[src/rtl/wb_arbiter.sv]
// rtl/wb_arbiter.sv - writeback arbiter merging pipeline and late results onto one register-file write port
module wb_arbiter #(
    parameter int DEPTH = 2,
    parameter int XLEN  = 32
) (
    input  logic                     clk,
    input  logic                     reset,
    input  logic                     pipe_valid,
    input  logic [4:0]               pipe_rd,
    input  logic [XLEN-1:0]          pipe_data,
    input  logic                     late_valid,
    output logic                     late_ready,
    input  logic [4:0]               late_rd,
    input  logic [XLEN-1:0]          late_data,
    input  logic                     issue_valid,
    input  logic [4:0]               issue_rd,
    input  logic [4:0]               chk_addr1,
    input  logic [4:0]               chk_addr2,
    output logic                     hazard,
    output logic                     rg_wrt_en,
    output logic [4:0]               rg_wrt_addr,
    output logic [XLEN-1:0]          rg_wrt_data,
    output logic [$clog2(DEPTH):0]   fifo_count
);

    localparam int PW = $clog2(DEPTH);
    localparam int CW = PW + 1;

    logic [4:0]      fifo_rd   [DEPTH];
    logic [XLEN-1:0] fifo_data [DEPTH];
    logic [PW-1:0]   wr_ptr;
    logic [PW-1:0]   rd_ptr;
    logic            src_late;
    logic [31:0]     pending;
    logic [31:0]     pending_next;
    logic            push;
    logic            pop;

    assign late_ready = !reset && (fifo_count < CW'(DEPTH));
    assign push       = late_valid && late_ready;
    // The pipeline has no backpressure, so the FIFO only drains on idle pipe cycles.
    assign pop        = !pipe_valid && (fifo_count != '0);
    assign hazard     = pending[chk_addr1] | pending[chk_addr2];

    always_comb begin
        pending_next = pending;
        if (rg_wrt_en && src_late)
            pending_next[rg_wrt_addr] = 1'b0;
        // Set after clear so a reissue to the same register on the commit edge survives.
        if (issue_valid && (issue_rd != 5'd0))
            pending_next[issue_rd] = 1'b1;
        pending_next[0] = 1'b0;
    end

    always_ff @(posedge clk) begin
        if (push) begin
            fifo_rd[wr_ptr]   <= late_rd;
            fifo_data[wr_ptr] <= late_data;
        end
    end

    always_ff @(posedge clk) begin
        if (reset) begin
            wr_ptr      <= '0;
            rd_ptr      <= '0;
            fifo_count  <= '0;
            rg_wrt_en   <= 1'b0;
            rg_wrt_addr <= 5'd0;
            rg_wrt_data <= '0;
            src_late    <= 1'b0;
            pending     <= '0;
        end else begin
            if (push)
                wr_ptr <= wr_ptr + 1'b1;
            if (pop)
                rd_ptr <= rd_ptr + 1'b1;
            case ({push, pop})
                2'b10:   fifo_count <= fifo_count + 1'b1;
                2'b01:   fifo_count <= fifo_count - 1'b1;
                default: fifo_count <= fifo_count;
            endcase

            if (pipe_valid) begin
                rg_wrt_en   <= (pipe_rd != 5'd0);
                rg_wrt_addr <= pipe_rd;
                rg_wrt_data <= pipe_data;
                src_late    <= 1'b0;
            end else if (pop) begin
                rg_wrt_en   <= (fifo_rd[rd_ptr] != 5'd0);
                rg_wrt_addr <= fifo_rd[rd_ptr];
                rg_wrt_data <= fifo_data[rd_ptr];
                src_late    <= 1'b1;
            end else begin
                rg_wrt_en   <= 1'b0;
                src_late    <= 1'b0;
            end

            pending <= pending_next;
        end
    end

endmodule

[config.mk]
export PLATFORM = sky130hd
export DESIGN_NAME = wb_arbiter
export DESIGN_NICKNAME = d
export VERILOG_FILES = /design/src/rtl/wb_arbiter.sv
export SDC_FILE = /design/constraint.sdc
export NUM_CORES = 1
export LEC_CHECK = 0
export ABC_AREA = 0
export CAP_MARGIN = 20
export CORE_MARGIN = 1
export CORE_UTILIZATION = 35
export CTS_CLUSTER_DIAMETER = 80
export DETAILED_ROUTE_END_ITERATION = 8
export HOLD_SLACK_MARGIN = 0.15
export PLACE_DENSITY = 0.67
export REMOVE_ABC_BUFFERS = 1
export SYNTH_ARGS = -nofsm -noshare
export SYNTH_HDL_FRONTEND = slang
export SYNTH_SLANG_ARGS = --single-unit
export TNS_END_PERCENT = 1
[constraint.sdc]
create_clock -name clk -period 5.2 [get_ports clk]
set_input_delay 0.78 -clock clk [delete_from_list [all_inputs] [get_ports clk]]
set_output_delay 0.78 -clock clk [all_outputs]
set_load 0.02 [all_outputs]
# Yosys cells after proc, flatten, opt, wreduce, memory -nomap -nowiden

Memories as Yosys holds them, arrays and structs flattened. A register that Yosys moved wholly into a read port is not among the register bits.
Cells that the tools add are included.

Add/subtract/negate cells: 4
Order comparisons: 7
Eq/ne operators: 2
Muxes and demuxes: 24
Bitwise gates (word level): 4
Reduce and logical (&&, ||, !) cells: 16

Operator list:

| cell                  | number |
|---|---|
| $mux W32              | 4 |
| $and A32 B32 Y32      | 1 |
| $not A32 Y32          | 1 |
| $or A32 B32 Y32       | 1 |
| $lt A5 B6 Y1 const B  | 4 |
| $reduce_bool A5 Y1    | 3 |
| $mux W1               | 13 |
| $bmux W1 S5           | 2 |
| $demux W1 S5          | 2 |
| $ge A5 B1 Y1 const B  | 2 |
| $mux W5               | 2 |
| $logic_and A1 B1 Y1   | 7 |
| $reduce_bool A2 Y1    | 3 |
| $pmux W2 S2           | 1 |
| $add A1 B1 Y1 const B | 2 |
| $add A2 B1 Y2 const B | 1 |
| $eq A2 B1 Y1 const B  | 1 |
| $eq A2 B2 Y1 const B  | 1 |
| $logic_not A1 Y1      | 2 |
| $lt A2 B2 Y1 const B  | 1 |
| $reduce_or A2 Y1      | 1 |
| $sub A2 B1 Y2 const B | 1 |
| $or A1 B1 Y1          | 1 |

Flip-flop bits (word level): 75
Bits in writable memories: 74
Input port bits: 94
Output and inout bits: 42
Logic and storage cells: 68
Memories: 2

Memories:

| memory    | words | width | rd ports | clocked after memory_dff | wr ports | line | RTL |
|---|---|---|---|---|---|---|---|
| fifo_data | 2     | 32    | 1        | 1                        | 1        | 30   | `logic [XLEN-1:0] fifo_data [DEPTH];` |
| fifo_rd   | 2     | 5     | 1        | 1                        | 1        | 29   | `logic [4:0] fifo_rd [DEPTH];` |

# Longest topological paths before layout

Gate-level depths: netlist of the first run.

Depth after elaboration: 9
Gate-level depth with buffers: 7
Mapped depth without buffers: 6

# Worst setup path after synthesis of the first run

No wires, ideal clock.

Path kind: input -> register
From: input reset
To: memory fifo_data[0][0], enable pin
Library setup time: 431 ps
Arrival time: 2,884 ps
Data required time: 4,769 ps
Path slack: 1,884 ps
Stages: 3
Buffers on the path: 0
Cell sequence: nor2_1 -> nand2_1 -> nor2_1

Cells in the longest elaborated chain, start to end: 5

Ends and longest elaborated chain:

| what                          | line | RTL |
|---|---|---|
| start, declared               | 7    | `input logic reset,` |
| $logic_not A1 Y1              | 39   | `assign late_ready = !reset && (fifo_count < CW'(DEPTH));` |
| $logic_and A1 B1 Y1           | 39   |  |
| $logic_and A1 B1 Y1           | 40   | `assign push = late_valid && late_ready;` |
| $mux W1                       | 56   | `if (push) begin` |
| $mux W1 (implied by the code) | 58   | `fifo_data[wr_ptr] <= late_data;` |
| end, declared                 | 30   |  |

Every way passes these cells.

# Final worst setup path of the first run

From: input chk_addr1[1]
To: output hazard

Cells in the longest elaborated chain, start to end: 3

Ends and longest elaborated chain:

| what                          | line | RTL |
|---|---|---|
| start, declared               | 17   | `input logic [4:0] chk_addr1,` |
| $bmux W1 S5                   | 43   | `assign hazard = pending[chk_addr1] \| pending[chk_addr2];` |
| $mux W1 (implied by the code) | 43   |  |
| $or A1 B1 Y1                  | 43   |  |
| end, declared                 | 19   | `output logic hazard,` |

Every way passes these cells. The select of a mux whose other input is x is not followed.

==> flow_metrics.tcl, run 1 <==
set metrics [dict create \
    wl_met2_mm 7.43 \
    dieHeight_um 136 \
    fmax_mhz 243 \
    synthesis.area_um2 6240 \
    hold_path_class "reg -> reg" \
    ys_warn_count 0 \
    cp-start-kind "primary input" \
    portBuffers 135 \
    cp_max_fo 10 \
    cp.arrival_ns 3.33 \
    drt-met1-wl_mm 6.57 \
    wl_met3_mm 1.40 \
    top_level_ports 136 \
    routed_wl_mm 15.6 \
    worstMarginPinSlew_ns 1.14 \
    num_vias 4759 \
    slew_headroom 0.237 \
    clock_sinks 149 \
    grt_overflow 0 \
    synth_top_area_share 0.356 \
    setup_viol 0 \
    worstSkewPairLatency_ns 0.41 \
    grt_pass1_wl_mm 24.5 \
    yosys.area.top_type "edfxtp_1" \
    max_cap_violations 0 \
    dp_hpwl_mm 10.6 \
    fill_cells 1509 \
    nets 756 \
    area.growth.synth_to_final_pct 33.8 \
    p_leak_uw 0.00283 \
    wire_per_inst_um 17.4 \
    cts_resized 0 \
    worst_ir_drop_vdd_mv 0.245 \
    tns_ns 0 \
    postRouteAntennaNets 0 \
    hold_viol 0 \
    synth_commonest_cells "nand2_1, dfxtp_1, edfxtp_1" \
    async_reset_ff_frac 0 \
    start_util 0.360 \
    highest_layer "met4" \
    cts_setup_buffers 0 \
    drc_errors 0 \
    rows 48 \
    grtUsageTotal 0.176 \
    synthDistinctLibCells 42 \
    p_per_area_nw_per_um2 394 \
    min_period_ns 4.11 \
    grt_pass1_vias 4718 \
    ys.flop_type "dfxtp_1" \
    min_period_over_period 0.790 \
    clock_skew_ns 0.0101 \
    endpoint_kind "output port" \
    synth-seq-cells 149 \
    clockRootBuffer "clkbuf_16" \
    avgSynthCellArea_um2 11.6 \
    via_per_inst 5.29 \
    cts_tree "built" \
    antenna_found_initial 1 \
    gp_congestion 0.909 \
    htreeDepth 4 \
    status "finished clean" \
    final_core_util 0.481 \
    grt_max_degree 76 \
    grt_setup_unrepaired "no" \
    drt-pass1-iter-count 5 \
    synth.area.top_cells "edfxtp_1, dfxtp_1, nand2_1, o21ai_0, mux2_2" \
    synth_edf_count 74 \
    cts_inserted_buffers 17 \
    core_area_um2 17400 \
    yosysMostFrequentCell "nand2_1" \
    path_clk_slew_ns 0.06 \
    drt_iter0_markers 387 \
    yosysSeqAreaShare 0.597 \
    hold_slack_ns 0.455 \
    ctsHoldBuffers 0 \
    cts_buffer_depth 2 \
    worst-setup-path-type "in -> out" \
    syn-instance-count 536 \
    chipWidth_um 136 \
    cp.required_ns 4.42 \
    drive_gt1_frac 0.107 \
    report.final.slew_viol_count 0 \
    dieArea_um2 18400 \
]
[stage by stage]
stage | power (uW) | area [um^2] | std cells | worst slack, ns
global route | 3450 | 8350 | 898 | 1.00
CTS | 3310 | 8300 | 896 | 1.10
detailed placement | 2180 | 7750 | 865 | 1.11
floorplan | 1830 | 6090 | 502 | 1.88
finish | 3290 | 8350 | 899 | 1.09
global placement | 2170 | 7750 | 865 | 1.15
[area by class of cell]
cell class	instances	area, um^2	area share
clock inverter	12	108	0.0129
clock buffer	19	433	0.0518
antenna	1	2.50	0.000300
tap	225	282	0.0337
sequential	149	3720	0.446
timing repair buffer	140	1420	0.170
multi-input combinational	352	2380	0.285
inverter	1	3.75	0.000449
[metal layers]
| layer | vias to the layer above | GRT usage |
|---|---|---|
| met5 | - | 0 |
| met2 | 207 | 0.284 |
| met4 | 0 | 0.0674 |
| met1 | 2264 | 0.215 |
| met3 | 19 | 0.0614 |
| li1 | 2269 | - |
[logic make-up (layout without fill, tap and decap cells)]
family	Yosys count	count (layout)	synth area share
adders and majority gates	1	1	0.00200
other	0	1	0
xor gates and xnor gates	4	4	0.00561
DFF	149	149	0.597
buffers and inverters	35	172	0.0247
AOI/OAI and AO/OA	129	129	0.125
muxes	56	56	0.126
and+or+nand+nor	162	162	0.120
[power by group]
| group | leakage [uW] | switching, uW | total (uW) | internal, uW |
|---|---|---|---|---|
| logic | 0.00128 | 377 | 731 | 354 |
| clock network | 0.000259 | 462 | 1120 | 656 |
| registers | 0.00129 | 97.9 | 1450 | 1350 |
[path summary, 6_finish.rpt]
kind	start	end	slack (ns)	depth (start not counted)
max reg2reg	fifo_count[1]	fifo_count[1]	2.63	5
max	chk_addr1[1]	hazard	1.09	6
min reg2reg	rg_wrt_data[25]	rg_wrt_data[25]	0.46	2
min	rg_wrt_data[25]	rg_wrt_data[25]	0.46	2
[sequential cells by signal (all words and copies together) (netlist names), named ones only]
signal and cells:
fifo_rd 10, fifo_count 2, rg_wrt_addr 5, rg_wrt_en 1, fifo_data 64, pending 31
rd_ptr 1, wr_ptr 1, rg_wrt_data 32, src_late 1
[placed cells by master, fill, tap and decap left out, drive strengths merged, types with 2 or more instances in the layout]
master,synthesis,final
edfxtp,74,74
or3b,2,2
xor2,2,2
nand4,2,2
xnor2,2,2
nor3,4,4
nor2b,4,4
clkinvlp,0,3
and3,5,5
a21oi,49,49
mux2i,20,20
nand4b,2,2
nand3b,3,3
mux2,22,22
nor3b,6,6
a32oi,4,4
inv,1,3
mux4,14,14
o21ai,50,50
nand2,86,86
or3,5,5
and3b,5,5
buf,10,7
a222oi,21,21
clkdlybuf4s50,0,133
dfxtp,75,75
clkbuf,24,19
clkinv,0,6
nor2,32,32
[worst max-delay path, cell delays in order]
cell and delay (ns):
clkdlybuf4s50_1 0.77, mux4_2 0.57, a32oi_1 0.21, o41ai_1 0.10, or3_1 0.36, clkdlybuf4s50_1 0.54
(Power assumes the default switching activity.)
==> run 2: changes to the inputs <==
--- a/config.mk
+++ b/config.mk
@@ -12,7 +12,7 @@
 export CTS_CLUSTER_DIAMETER = 80
 export DETAILED_ROUTE_END_ITERATION = 8
 export HOLD_SLACK_MARGIN = 0.15
-export PLACE_DENSITY = 0.67
+export PLACE_DENSITY = 0.69
 export REMOVE_ABC_BUFFERS = 1
 export SYNTH_ARGS = -nofsm -noshare
 export SYNTH_HDL_FRONTEND = slang
==> constraint.sdc (replaced) <==
create_clock -name clk -period 3.45 [get_ports clk]
set_input_delay 0.5175 -clock clk [delete_from_list [all_inputs] [get_ports clk]]
set_output_delay 0.5175 -clock clk [all_outputs]
set_load 0.02 [all_outputs]
==> run 2 against run 1 <==
Compared with the run above:
- sequential share of layout area fell by 0.38 points
- combinational power rose by 45%
- sequential power rose by 52%
- critical endpoint unchanged
==> flow_metrics.tcl, run 2 (synthesized netlist as in run 1, its figures left out) <==
set metrics [dict create \
    fill_cells 1513 \
    reg.largest.list "fifo_data x64, rg_wrt_data x32, pending x31" \
    slew_headroom 0.289 \
    report.final.slew_viol_count 0 \
    worst_ir_drop_vdd_mv 0.356 \
    grt_pass1_wl_mm 25.7 \
    grtUsageTotal 0.186 \
    max_cap_violations 0 \
    reg2reg_slack_ns 1.41 \
    core_area_um2 17400 \
    clock_skew_ns 0.00960 \
    portBuffers 135 \
    rr_endpoint "rg_wrt_data[1]" \
    fmax_mhz 330 \
    worstSkewPairLatency_ns 0.42 \
    hold_path_depth 2 \
    largest_reg_flops 64 \
    drive_gt1_frac 0.116 \
    drt_iter0_markers 435 \
    status "finished clean" \
    dp_hpwl_mm 11.7 \
    hold_path_class "reg -> reg" \
    grt_max_degree 76 \
    dieHeight_um 136 \
    postRouteAntennaNets 0 \
    p_sw_uw 1440 \
    tns_ns 0 \
    p_per_area_nw_per_um2 609 \
    cp.required_ns 2.93 \
    drc_errors 0 \
    min_period_ns 3.03 \
    htreeDepth 4 \
    chipWidth_um 136 \
    gp_congestion 0.902 \
    seq_area_um2 3720 \
    top_level_ports 136 \
    setup_viol 0 \
    clock_sinks 149 \
    clockPowerShare 0.362 \
    cts_inserted_buffers 17 \
    hold_viol 0 \
    antenna-diode-count 0 \
    cp_max_fo 4 \
    nets 764 \
    finalPower_uw 5130 \
    grt_overflow 0 \
    routed_wl_mm 16.8 \
    final_cell_mix "clkdlybuf4s50_1, nand2_1, dfxtp_1, edfxtp_1, o21ai_0" \
    cts_tree "built" \
    area.growth.synth_to_final_pct 35.0 \
    antenna_found_initial 0 \
    clockRootBuffer "clkbuf_16" \
    num_vias 4938 \
    wire_per_inst_um 18.5 \
    start_util 0.360 \
    min_period_over_period 0.878 \
    worstMarginPinSlew_ns 1.07 \
    internal_power_uw 3690 \
    cts_setup_buffers 0 \
    dieArea_um2 18400 \
    p_leak_uw 0.00291 \
    comb_power_share 0.207 \
    swShare 0.281 \
    path_clk_slew_ns 0.06 \
    hold_end "rg_wrt_data[26]" \
    pwr-share-seq 0.431 \
    grt_pass1_vias 4905 \
    grt_setup_unrepaired "no" \
    min-delay-start "rg_wrt_data[26]" \
    cp.arrival_ns 2.51 \
    via_per_inst 5.44 \
    rows 48 \
    cp-start-kind "primary input" \
    final_common_cell "clkdlybuf4s50_1" \
    drt-pass1-iter-count 6 \
    worst-setup-path-type "in -> out" \
    reg2reg_depth 3 \
    largest_register "fifo_data" \
    multi_input_comb_area_um2 2380 \
    cts_buffer_depth 2 \
    endpoint_kind "output port" \
]
==> run 2: per-layer routing <==
metal,wire length [um],track usage,vias to the layer above
met3,1470,0.0666,19
met5,0,0,-
met4,219,0.0556,0
li1,-,-,2284
met2,8230,0.313,262
met1,6860,0.221,2373
==> run 2: through the flow <==
step,setup WS [ns],std cells,hold WS [ns],utilization,cell area [um^2]
2_1_floorplan,0.397,502,0.453,-,6090
3_3_place_gp,0.0354,875,0.440,0.451,7830
3_5_place_dp,0.0115,875,0.443,0.451,7830
4_1_cts,0.00744,907,0.451,0.485,8420
5_1_grt,0.323,907,0.462,0.485,8430
6_report,0.420,907,0.449,0.485,8430
==> run 2: worst max path at each step <==
stage                             from         endpoint  slack, ns  cells after the start
after floorplan                  reset  fifo_data[0][0]       0.40                      3
after global placement    chk_addr1[0]           hazard       0.04                      6
after detailed placement  chk_addr1[0]           hazard       0.01                      6
after CTS                 chk_addr1[0]           hazard      0.007                      6
after global routing      chk_addr1[1]           hazard       0.32                      6
final                     chk_addr1[1]           hazard       0.42                      6
==> run 2: cell type report <==
type	instances	area share
repair buffers	148	0.171
flip-flops and latches	149	0.442
multi-input cells	352	0.283
well taps	225	0.0334
clock buffers	21	0.0523
inverters	1	0.000446
clock inverters	11	0.0178
==> run 2: timing repair <==
item / in CTS / in global routing
hold endpoints to repair: 0 / 0
hold buffers: 0 / 0
endpoints found under the setup margin: 0 / 1
gates resized for setup: 0 / 2
==> run 2: power by group through the flow <==
stage	combinational, uW	sequential [uW]	clock, uW
finish	1060	2210	1860
global route	1140	2240	1950
CTS	1070	2220	1880
detailed placement	1060	2250	0
global placement	1040	2240	0
floorplan	465	2300	0
==> run 2: worst max-delay path, cell delays in order <==
cell and delay, ns:
clkdlybuf4s50_1 0.57, mux4_1 0.61, a32oi_1 0.18, nand4_1 0.11, or3_1 0.31, dlymetal6s2s_1 0.21
